File: config.mk
export PLATFORM = sky130hd
export DESIGN_NAME = ycbcr_to_rgb
export DESIGN_NICKNAME = d
export VERILOG_FILES = /design/src/rtl/video_color_pkg.sv /design/src/rtl/axis_video_fifo.sv /design/src/rtl/ycbcr_to_rgb.sv
export SDC_FILE = /design/constraint.sdc
export NUM_CORES = 1
export LEC_CHECK = 0
export ABC_AREA = 1
export BUFFER_PORTS_ARGS = -buffer_cell sky130_fd_sc_hd__buf_2
export CORE_MARGIN = 4
export CORE_UTILIZATION = 55
export DETAILED_ROUTE_END_ITERATION = 8
export PLACE_DENSITY = 0.75
export SLEW_MARGIN = 5
export SYNTH_ARGS = -nofsm -noshare
export SYNTH_HDL_FRONTEND = slang
export SYNTH_SLANG_ARGS = --single-unit
File: constraint.sdc
create_clock -name clk -period 11.21 [get_ports clk]
set_clock_uncertainty 0.05 [all_clocks]
set_input_delay 0.5605 -clock clk [delete_from_list [all_inputs] [get_ports clk]]
set_output_delay 0.5605 -clock clk [all_outputs]
set_load 0.005 [all_outputs]
File: src/rtl/video_color_pkg.sv
// video_color_pkg: shared colour-space constants and the round/clamp helper for Rx stream stages.
package video_color_pkg;
  localparam int FRAC = 8;
  localparam int CW = 8;
  localparam int OFF_Y = 16;
  localparam int OFF_C = 128;
  localparam int KF_Y = 256;
  localparam int KF_RCR = 359;
  localparam int KF_GCB = 88;
  localparam int KF_GCR = 183;
  localparam int KF_BCB = 454;
  localparam int KL_Y = 298;
  localparam int KL_RCR = 409;
  localparam int KL_GCB = 100;
  localparam int KL_GCR = 208;
  localparam int KL_BCB = 516;

  // Round to nearest, drop the fraction, then saturate to 0..255.
  function automatic logic [CW-1:0] clamp8(input logic signed [20:0] s);
    logic signed [20:0] t;
    t = (s + 21'sd128) >>> FRAC;
    return t[20] ? '0 : (|t[19:CW] ? '1 : t[CW-1:0]);
  endfunction
endpackage

File: src/rtl/axis_video_fifo.sv
// axis_video_fifo: show-ahead FIFO for stream beats with a separate occupancy count.
module axis_video_fifo #(
  parameter int W = 26,
  parameter int DEPTH = 4
) (
  input  logic                         clk,
  input  logic                         rstn,
  input  logic                         wr_en_i,
  input  logic [W-1:0]                 wr_data_i,
  input  logic                         rd_en_i,
  output logic [W-1:0]                 rd_data_o,
  output logic                         empty_o,
  output logic [$clog2(DEPTH+1)-1:0]   count_o
);
  localparam int PW = DEPTH > 1 ? $clog2(DEPTH) : 1;
  localparam int CNW = $clog2(DEPTH + 1);
  logic [W-1:0] mem_q [DEPTH];
  logic [PW-1:0] wr_q, rd_q;
  logic [CNW-1:0] count_q;
  logic wr, rd;
  function automatic logic [PW-1:0] nxt(input logic [PW-1:0] p);
    return (p == PW'(DEPTH - 1)) ? '0 : p + 1'b1;
  endfunction
  assign empty_o = (count_q == '0);
  assign count_o = count_q;
  assign wr = wr_en_i & (count_q != CNW'(DEPTH));
  assign rd = rd_en_i & !empty_o;
  // Output forced to zero while empty so reset and idle show a clean bus.
  assign rd_data_o = empty_o ? '0 : mem_q[rd_q];
  always_ff @(posedge clk or negedge rstn)
    if (!rstn) begin
      wr_q <= '0;
      rd_q <= '0;
      count_q <= '0;
    end else begin
      if (wr) wr_q <= nxt(wr_q);
      if (rd) rd_q <= nxt(rd_q);
      count_q <= count_q + CNW'(wr) - CNW'(rd);
    end
  always_ff @(posedge clk)
    if (wr) mem_q[wr_q] <= wr_data_i;
endmodule

File: src/rtl/ycbcr_to_rgb.sv
// ycbcr_to_rgb: AXI4-Stream {Cr,Cb,Y} -> {R,B,G} decoder, 2-stage matrix, clamp, credit-flowed output FIFO.
// Define YCBCR2RGB_LIMITED_RANGE_EN for BT.601 studio-range input.
module ycbcr_to_rgb
  import video_color_pkg::*;
#(
  parameter int FIFO_DEPTH = 4,
  parameter int K_Y = 256,
  parameter int K_RCR = 359,
  parameter int K_GCB = 88,
  parameter int K_GCR = 183,
  parameter int K_BCB = 454
) (
  input  logic        clk,
  input  logic        rstn,
  input  logic [23:0] s_axis_video_tdata,
  input  logic        s_axis_video_tvalid,
  output logic        s_axis_video_tready,
  input  logic        s_axis_video_tlast,
  input  logic        s_axis_video_tuser,
  output logic [23:0] m_axis_video_tdata,
  output logic        m_axis_video_tvalid,
  input  logic        m_axis_video_tready,
  output logic        m_axis_video_tlast,
  output logic        m_axis_video_tuser
);
  localparam int CNW = $clog2(FIFO_DEPTH + 1);
`ifdef YCBCR2RGB_LIMITED_RANGE_EN
  localparam int YOFF = OFF_Y;
  localparam logic signed [18:0] KY = 19'(KL_Y), KRCR = 19'(KL_RCR), KGCB = 19'(KL_GCB),
                                 KGCR = 19'(KL_GCR), KBCB = 19'(KL_BCB);
`else
  localparam int YOFF = 0;
  localparam logic signed [18:0] KY = 19'(K_Y), KRCR = 19'(K_RCR), KGCB = 19'(K_GCB),
                                 KGCR = 19'(K_GCR), KBCB = 19'(K_BCB);
`endif
  logic s_tready_q, s_tready_d, v1_q, last1_q, user1_q, acc, rd, empty;
  logic signed [8:0] y_s, cb_s, cr_s;
  logic signed [18:0] py_d, prcr_d, pgcb_d, pgcr_d, pbcb_d;
  logic signed [18:0] py_q, prcr_q, pgcb_q, pgcr_q, pbcb_q;
  logic signed [20:0] r_sum, g_sum, b_sum;
  logic [25:0] wr_data, rd_data;
  logic [CNW-1:0] count;
  int o_next;
  assign acc = s_axis_video_tvalid & s_tready_q;
  assign y_s = $signed({1'b0, s_axis_video_tdata[7:0]} - 9'(YOFF));
  assign cb_s = $signed({1'b0, s_axis_video_tdata[15:8]} - 9'(OFF_C));
  assign cr_s = $signed({1'b0, s_axis_video_tdata[23:16]} - 9'(OFF_C));
  assign py_d = 19'(y_s) * KY;
  assign prcr_d = 19'(cr_s) * KRCR;
  assign pgcb_d = 19'(cb_s) * KGCB;
  assign pgcr_d = 19'(cr_s) * KGCR;
  assign pbcb_d = 19'(cb_s) * KBCB;
  always_ff @(posedge clk or negedge rstn)
    if (!rstn) begin
      v1_q <= 1'b0;
      last1_q <= 1'b0;
      user1_q <= 1'b0;
      py_q <= '0;
      prcr_q <= '0;
      pgcb_q <= '0;
      pgcr_q <= '0;
      pbcb_q <= '0;
      s_tready_q <= 1'b0;
    end else begin
      v1_q <= acc;
      last1_q <= s_axis_video_tlast;
      user1_q <= s_axis_video_tuser;
      py_q <= py_d;
      prcr_q <= prcr_d;
      pgcb_q <= pgcb_d;
      pgcr_q <= pgcr_d;
      pbcb_q <= pbcb_d;
      s_tready_q <= s_tready_d;
    end
  assign r_sum = 21'(py_q) + 21'(prcr_q);
  assign g_sum = 21'(py_q) - 21'(pgcb_q) - 21'(pgcr_q);
  assign b_sum = 21'(py_q) + 21'(pbcb_q);
  assign wr_data = {user1_q, last1_q, clamp8(r_sum), clamp8(b_sum), clamp8(g_sum)};
  axis_video_fifo #(.W(26), .DEPTH(FIFO_DEPTH)) u_fifo (
    .clk      (clk),
    .rstn     (rstn),
    .wr_en_i  (v1_q),
    .wr_data_i(wr_data),
    .rd_en_i  (rd),
    .rd_data_o(rd_data),
    .empty_o  (empty),
    .count_o  (count)
  );
  assign rd = m_axis_video_tvalid & m_axis_video_tready;
  // Credit covers the beat in S1 plus FIFO occupancy so the FIFO can never overflow.
  always_comb begin
    o_next = int'(count) + int'(v1_q) - int'(rd) + int'(acc);
    s_tready_d = o_next < FIFO_DEPTH;
  end
  assign m_axis_video_tvalid = !empty;
  assign {m_axis_video_tuser, m_axis_video_tlast, m_axis_video_tdata} = rd_data;
  assign s_axis_video_tready = s_tready_q;
endmodule

==> reports/qor.yml, run 1 <==
outcome: "complete, no violations"
power_frac_comb_pct: 62.5
grt_remaining_overflow: 0
synth-seq-cells: 179
drv_cap: 0
drv_slew: 0
crit_path_start_kind: "primary input"
period_share_pct: 43.83
drive_gt1_share_pct: 8.827
clkLatencyLatePin_ns: 0.43
fin_crit_ns: 4.913
core-area_um2: 25110
crit_type: "primary input to flip-flop"
clk_path_buf_depth: 2
ctsResizeCount: 0
drcViolationCount: 0
hpwl_um: 21320
intPower_uw: 2186
drt-total-wl_um: 27470
power.density_nw_per_um2: 272.4
required_ns: 11.48
synth_nets: 1842
synth_cells: 1545
cts_tree: "done"
drtIter0Drc: 656
insertedDiodeCount: 0
placed_cell_area_um2: 14720
pwr-share-seq_pct: 23.4
wire_per_inst_um: 14.09
tightest_slew_ns: 0.9500
synth-main-ff-cell: "edfxtp_1"
ant_nets: 0
die_area_um2: 28110
power.total_uw: 4173
final_hold_viol_count: 0
setup_viol: 0
ff2ff_path_depth: 20
final_common_cell: "inv_1"
final_area_um2: 15320
grt.total_usage_pct: 20.68
antenna_found_initial: 0
async_flop_share_pct: 41.90
grt_max_degree: 76
timing.rr.end: "s_axis_video_tready$_DFF_PN0_"
final_cell_mix: "inv_1 (304), ha_1 (196), nand2_1 (182)"
holdBufCountCts: 0
rsz0062_at_grt: "no"
grt_pass1_wl_um: 47620
initial_core_util_pct: 55.85
synthDistinctLibCells: 41
ios: 58
firstDrtPassIters: 5
fill_cells: 2079
ir_worst_vdd_mv: 0.1964
cts-buffers-inserted: 17
synth_area_per_cell_um2: 9.076
crit_path_end_kind: "flip-flop"
port_buffers: 57
ys_seq_area_share_pct: 35.66
synth-edff-count: 104
clk_pin_slew_ns: 0.07
path_max_fanout: 11
htreeDepth: 4
leakagePower_uw: 0.007647
num-nets-final: 1904
cp.arrival_ns: 5.19
area_growth_syn_to_layout_pct: 9.244
viasPerCell: 5.072
dieHeight_um: 167.7
die_w_um: 167.7
synth_area_um2: 14020
fmax_ghz: 0.2035
relSlewSlack_pct: 36.28
p_clk_share_pct: 14.1
grt_pass1_vias: 9978
power.net_switching_uw: 1987
p_sw_share_pct: 47.62
postCtsSetupBuffers: 0
hold_class: "primary input to asynchronous set/reset pin"
clkSinkCount: 179
r2r-start: "u_fifo.count_o[1]$_DFF_PN0_"
fp-row-count: 58
setup_tns_ns: 0
synth.yosys.warnings: 0
r2r_setup_slack_ns: 7.37
endpoint: "prcr_q[16]$_DFF_PN0_"
fin_cells: 1950
place_inst: 1918
num_vias: 9891
clock-root-buffer: "clkbuf_16"
routabilityCongestion: 0.9232
crit_start: "s_axis_video_tdata[23]"
-- through the flow --
step	hold WS [ns]	util, %	setup WS [ns]
6_report	0.1783	61.01	6.297
5_1_grt	0.1716	61.01	5.916
4_1_cts	0.1698	61.01	6.283
3_5_place_dp	0.4290	58.64	5.830
3_3_place_gp	0.4130	58.64	5.966
2_1_floorplan	0.2149	-	6.595
-- kinds of logic (layout without fill, tap and decap cells) --
logic type / count (synthesis) / count (layout) / share of synthesized area, %
buffers and inverters: 328 / 403 / 8.780
adder cells (fa/ha/maj): 267 / 267 / 27.63
XOR/XNOR: 86 / 86 / 5.372
flip-flops: 179 / 179 / 35.66
AO/OA/AOI/OAI: 211 / 211 / 8.191
AND/OR/NAND/NOR: 474 / 474 / 14.38
-- flip-flops by register name, indices dropped and copies added (netlist names) --
signal,flops
u_fifo.mem_q,104
pgcr_q,18
pbcb_q,15
prcr_q,12
pgcb_q,11
py_q,8
u_fifo.count_o,3
u_fifo.rd_q,2
u_fifo.wr_q,2
last1_q,1
s_axis_video_tready,1
user1_q,1
v1_q,1
-- synthesized netlist by cell type, types with 3 or more instances --
master	n	share of area (%)
xor2_1	65	4.1
nand3_1	57	2.0
clkbuf_1	19	0.51
dfrtp_1	75	13
nor2_2	8	0.36
inv_1	304	8.1
a21oi_1	94	3.4
o21a_1	3	0.16
nand4_1	10	0.45
o21ai_1	4	0.14
nand2_2	21	0.94
nor2_4	3	0.24
and2_1	3	0.13
o21bai_1	8	0.43
nor2_1	179	4.8
nor3_1	4	0.14
fa_1	71	10
nand2_1	182	4.9
a31oi_1	4	0.18
ha_1	196	17
a21oi_2	4	0.25
nand3_2	3	0.21
inv_2	3	0.080
xnor2_1	21	1.3
o21ai_0	78	2.8
edfxtp_1	104	22
a21o_1	4	0.21
-- worst min path at each step --
stage	to	cells after the start	slack [ns]
after floorplan	last1_q$_DFF_PN0_	0	0.21
after global placement	v1_q$_DFF_PN0_	2	0.41
final	s_axis_video_tready$_DFF_PN0_	1	0.18
after global routing	py_q[14]$_DFF_PN0_	1	0.17
after CTS	py_q[14]$_DFF_PN0_	1	0.17
after detailed placement	u_fifo.mem_q[2][25]$_DFFE_PP_	0	0.43
-- cell type report --
| type | count | area [um^2] | share of cell area (%) |
|---|---|---|---|
| repair buffers | 62 | 325.3 | 2.124 |
| flip-flops and latches | 179 | 5000 | 32.64 |
| clock buffers | 17 | 425.4 | 2.777 |
| clock inverters | 15 | 168.9 | 1.103 |
| well taps | 330 | 412.9 | 2.695 |
| inverters | 309 | 1160 | 7.572 |
| multi-input cells | 1038 | 7826 | 51.09 |
-- power by group through the flow --
stage / sequential (uW) / combinational (uW) / clock (uW)
6_report: 978 / 2610 / 586
5_1_grt: 989 / 3020 / 622
4_1_cts: 977 / 2620 / 593
3_5_place_dp: 990 / 2590 / 0
3_3_place_gp: 989 / 2510 / 0
2_1_floorplan: 969 / 2000 / 0
-- metal layers --
layer	GRT usage, %	part of all wire [%]	up-vias
li1	-	-	5078
met1	27.99	46	4579
met2	35.45	49	193
met3	2.526	3.3	41
met4	5.610	1.9	0
met5	0	0	-
-- worst max-delay path, stage by stage --
cell and delay, ns:
buf_2 0.25, clkinv_1 0.40, ha_1 0.52, inv_1 0.12, ha_1 0.20, inv_1 0.07
fa_1 0.44, fa_1 0.51, fa_1 0.51, inv_1 0.04, ha_1 0.34, a21oi_1 0.13
o21ai_0 0.08, o21bai_1 0.20, a21o_1 0.21, a21boi_0 0.28, nor2_1 0.09, o21ai_0 0.15
nand2_1 0.06
(Power assumes the default switching activity.)
==> run 2: changes to the inputs <==
==> constraint.sdc (replaced) <==
create_clock -name clk -period 5.1 [get_ports clk]
set_clock_uncertainty 0.05 [all_clocks]
set_input_delay 0.255 -clock clk [delete_from_list [all_inputs] [get_ports clk]]
set_output_delay 0.255 -clock clk [all_outputs]
set_load 0.005 [all_outputs]
==> run 2 against run 1 <==
Compared with the run above: via count increased by 1.3%; combinational power up 120%; worst setup slack got worse by 5.8 ns; die area unchanged; sequential share of layout area fell by 0.31 points; critical path depth shrank 1; wire length up 3.5%; design area increased by 0.97%; largest cell class unchanged; highest routed layer unchanged.
==> reports/qor.yml, run 2 (synthesis gave the netlist of run 1 again) <==
outcome: "complete, no violations"  # unchanged
dp_slack_ns: 0.3607  # was 5.830 ns
crit_path_end_kind: "flip-flop"  # unchanged
path_cells: "dlygate4sd3_1 > buf_2 > ha_1 > fa_1 > inv_1 > fa_1 > fa_1 > fa_1 > inv_1 > ha_1 > a21oi_1 > o21ai_0 > o21bai_1 > a21o_1 > a21boi_0 > nor2_1 > o21ai_0 > nand2_1"  # was buf_2 > clkinv_1 > ha_1 > inv_1 > ha_1 > inv_1 > fa_1 > fa_1 > fa_1 > inv_1 > ha_1 > a21oi_1 > o21ai_0 > o21bai_1 > a21o_1 > a21boi_0 > nor2_1 > o21ai_0 > nand2_1
cp_top_family: "adder cells"  # unchanged
num-nets-final: 1922  # was 1904
power.density_nw_per_um2: 594.5  # was 272.4 nW/um^2
num_vias: 10020  # was 9891
final_common_cell: "inv_1"  # unchanged
crit_buf_inv: 4  # was 5
initial_core_util_pct: 55.85  # unchanged
cts-buffers-inserted: 17  # unchanged
ff2ff_path_depth: 20  # unchanged
endpoint: "prcr_q[16]$_DFF_PN0_"  # unchanged
firstDrtPassIters: 6  # was 5
final-seq-area_um2: 5000  # unchanged
hold_ws_ns: 0.1185  # was 0.1783 ns
fmax_ghz: 0.2175
r2r-start: "u_fifo.count_o[1]$_DFF_PN0_"  # unchanged
ir_worst_vdd_mv: 0.3721  # was 0.1964 mV
drv_slew: 0  # unchanged
power.total_uw: 9195  # was 4173 uW
die_w_um: 167.7  # unchanged
crit_type: "primary input to flip-flop"  # unchanged
routabilityCongestion: 0.9184  # was 0.9232
setup_tns_ns: 0  # unchanged
ctsResizeCount: 0  # unchanged
largest_register_ffs: 104  # unchanged
antenna_found_initial: 0  # unchanged
clk_pin_slew_ns: 0.07  # about the same
dieHeight_um: 167.7  # unchanged
viasPerCell: 5.090  # was 5.072
port_buffers: 57  # unchanged
ant_nets: 0  # unchanged
drtIter0Drc: 748  # was 656
timing.rr.end: "s_axis_video_tready$_DFF_PN0_"  # unchanged
drive_gt1_share_pct: 8.913  # was 8.827%
fp-row-count: 58  # unchanged
rsz0062_at_grt: "no"  # unchanged
ios: 58  # unchanged
drt-total-wl_um: 28430  # was 27470 um
fin_crit_ns: 4.597
clock-root-buffer: "clkbuf_16"  # unchanged
clkLatencyLatePin_ns: 0.43  # about the same
grt_pass1_wl_um: 48260  # was 47620 um
period_share_pct: 90.14
path_max_fanout: 8  # was 11
insertedDiodeCount: 0  # unchanged
largest-register: "u_fifo.mem_q"  # unchanged
htreeDepth: 4  # unchanged
reg_top3: "u_fifo.mem_q: 104 flops, pgcr_q: 18 flops, pbcb_q: 15 flops"  # unchanged
clkSinkCount: 179  # unchanged
fill_cells: 2080  # was 2079
clk_path_buf_depth: 2  # unchanged
grt_remaining_overflow: 0  # unchanged
core-area_um2: 25110  # unchanged
setup_slack_ns: 0.5028  # was 6.297 ns
path_depth: 18  # was 19
leakagePower_uw: 0.007703  # was 0.007647 uW
postCtsSetupBuffers: 0  # unchanged
cts_tree: "done"  # unchanged
crit_path_start_kind: "primary input"  # unchanged
final_hold_viol_count: 0  # unchanged
setup_viol: 0  # unchanged
tightest_slew_ns: 0.8707  # was 0.9500 ns
drcViolationCount: 0  # unchanged
crit_start: "s_axis_video_tdata[16]"  # was s_axis_video_tdata[23]
die_area_um2: 28110  # unchanged
multi_input_area_um2: 7826  # unchanged
area_growth_syn_to_layout_pct: 10.31  # was 9.244%
final_cell_mix: "inv_1 (304), ha_1 (196), nand2_1 (182)"  # unchanged
cp.arrival_ns: 4.86  # was 5.19 ns
path_common_cell: "fa_1"
grt_max_degree: 66  # was 76
hpwl_um: 21930  # was 21320 um
cpMaxStageDelayCell: "dlygate4sd3_1"  # was ha_1
slowest_delay_ns: 0.54  # was 0.52 ns
wire_per_inst_um: 14.45  # was 14.09 um
relSlewSlack_pct: 41.82  # was 36.28%
r2r_setup_slack_ns: 1.29  # was 7.37 ns
required_ns: 5.36  # was 11.48 ns
hold_class: "primary input to flip-flop"  # was primary input to asynchronous set/reset pin
grt.total_usage_pct: 20.96  # was 20.68%
grt_pass1_vias: 10030  # was 9978
drv_cap: 0  # unchanged
## run 2: cell types whose count changed in the layout (fill, tap and decap cells not counted), sizes merged
| cell | change |
|---|---|
| buf | +4 |
| clkbuf | +1 |
| dlygate4sd3 | +14 |
| clkinvlp | +3 |
| clkinv | -4 |
## run 2: worst reg2reg max path, stage by stage, from the launching register on
cell     delay [ns]
dfrtp_1        0.46
nor3_2         0.18
buf_4          0.35
inv_1          0.10
nand2_1        0.07
inv_1          0.07
ha_1           0.27
inv_1          0.05
ha_1           0.20
fa_1           0.48
nand3_1        0.11
nor2_1         0.12
inv_1          0.04
nor2_1         0.24
nand2_1        0.09
ha_1           0.29
inv_1          0.04
nor2_1         0.07
nand3_1        0.07
nor4_1         0.18
a31o_2         0.20
## run 2: layout make-up
class,instances,share of cell area [%]
clock buffer,18,2.775
inverter,309,7.499
clock inverter,14,0.9303
multi-input combinational,1038,50.60
timing repair buffer,80,3.203
sequential,179,32.32
tap,330,2.669
## run 2: how the worst min path moves through the flow
| stage | to | depth (start not counted) | from | slack (ns) |
|---|---|---|---|---|
| finish | u_fifo.rd_q[0]$_DFFE_PN0P_ | 4 | m_axis_video_tready | 0.12 |
| global route | u_fifo.count_o[1]$_DFF_PN0_ | 2 | rstn | 0.14 |
| CTS | u_fifo.rd_q[0]$_DFFE_PN0P_ | 4 | m_axis_video_tready | 0.11 |
| detailed placement | u_fifo.count_o[1]$_DFF_PN0_ | 1 | rstn | 0.06 |
| global placement | s_axis_video_tready$_DFF_PN0_ | 1 | rstn | 0.06 |
| floorplan | last1_q$_DFF_PN0_ | 0 | rstn | -0.09 |
## run 2: power by group
| group | internal (uW) | total (uW) | switching [uW] |
|---|---|---|---|
| sequential | 2020 | 2150 | 129 |
| combinational | 2100 | 5770 | 3670 |
| clock | 687 | 1270 | 588 |
## run 2: per-stage QoR
stage                     instance area [um^2]  cells  utilization (%)
after floorplan                          14020   1545                -
after global placement                   14750   1922            58.76
after detailed placement                 14750   1922            58.76
after CTS                                15470   1968            61.60
after global routing                     15470   1968            61.60
final                                    15470   1968            61.60
## run 2: routing by layer
metal	global-route usage [%]	part of all wire, %	wire length [um]
met2	35.75	49	13810
met4	5.610	1.8	522
met5	0	0	0
met1	28.50	46	13100
met3	2.668	3.5	992
## run 2: what timing repair did
item	CTS	global route
hold endpoints to repair	23	0
hold buffers	14	0
setup endpoints to repair	0	0
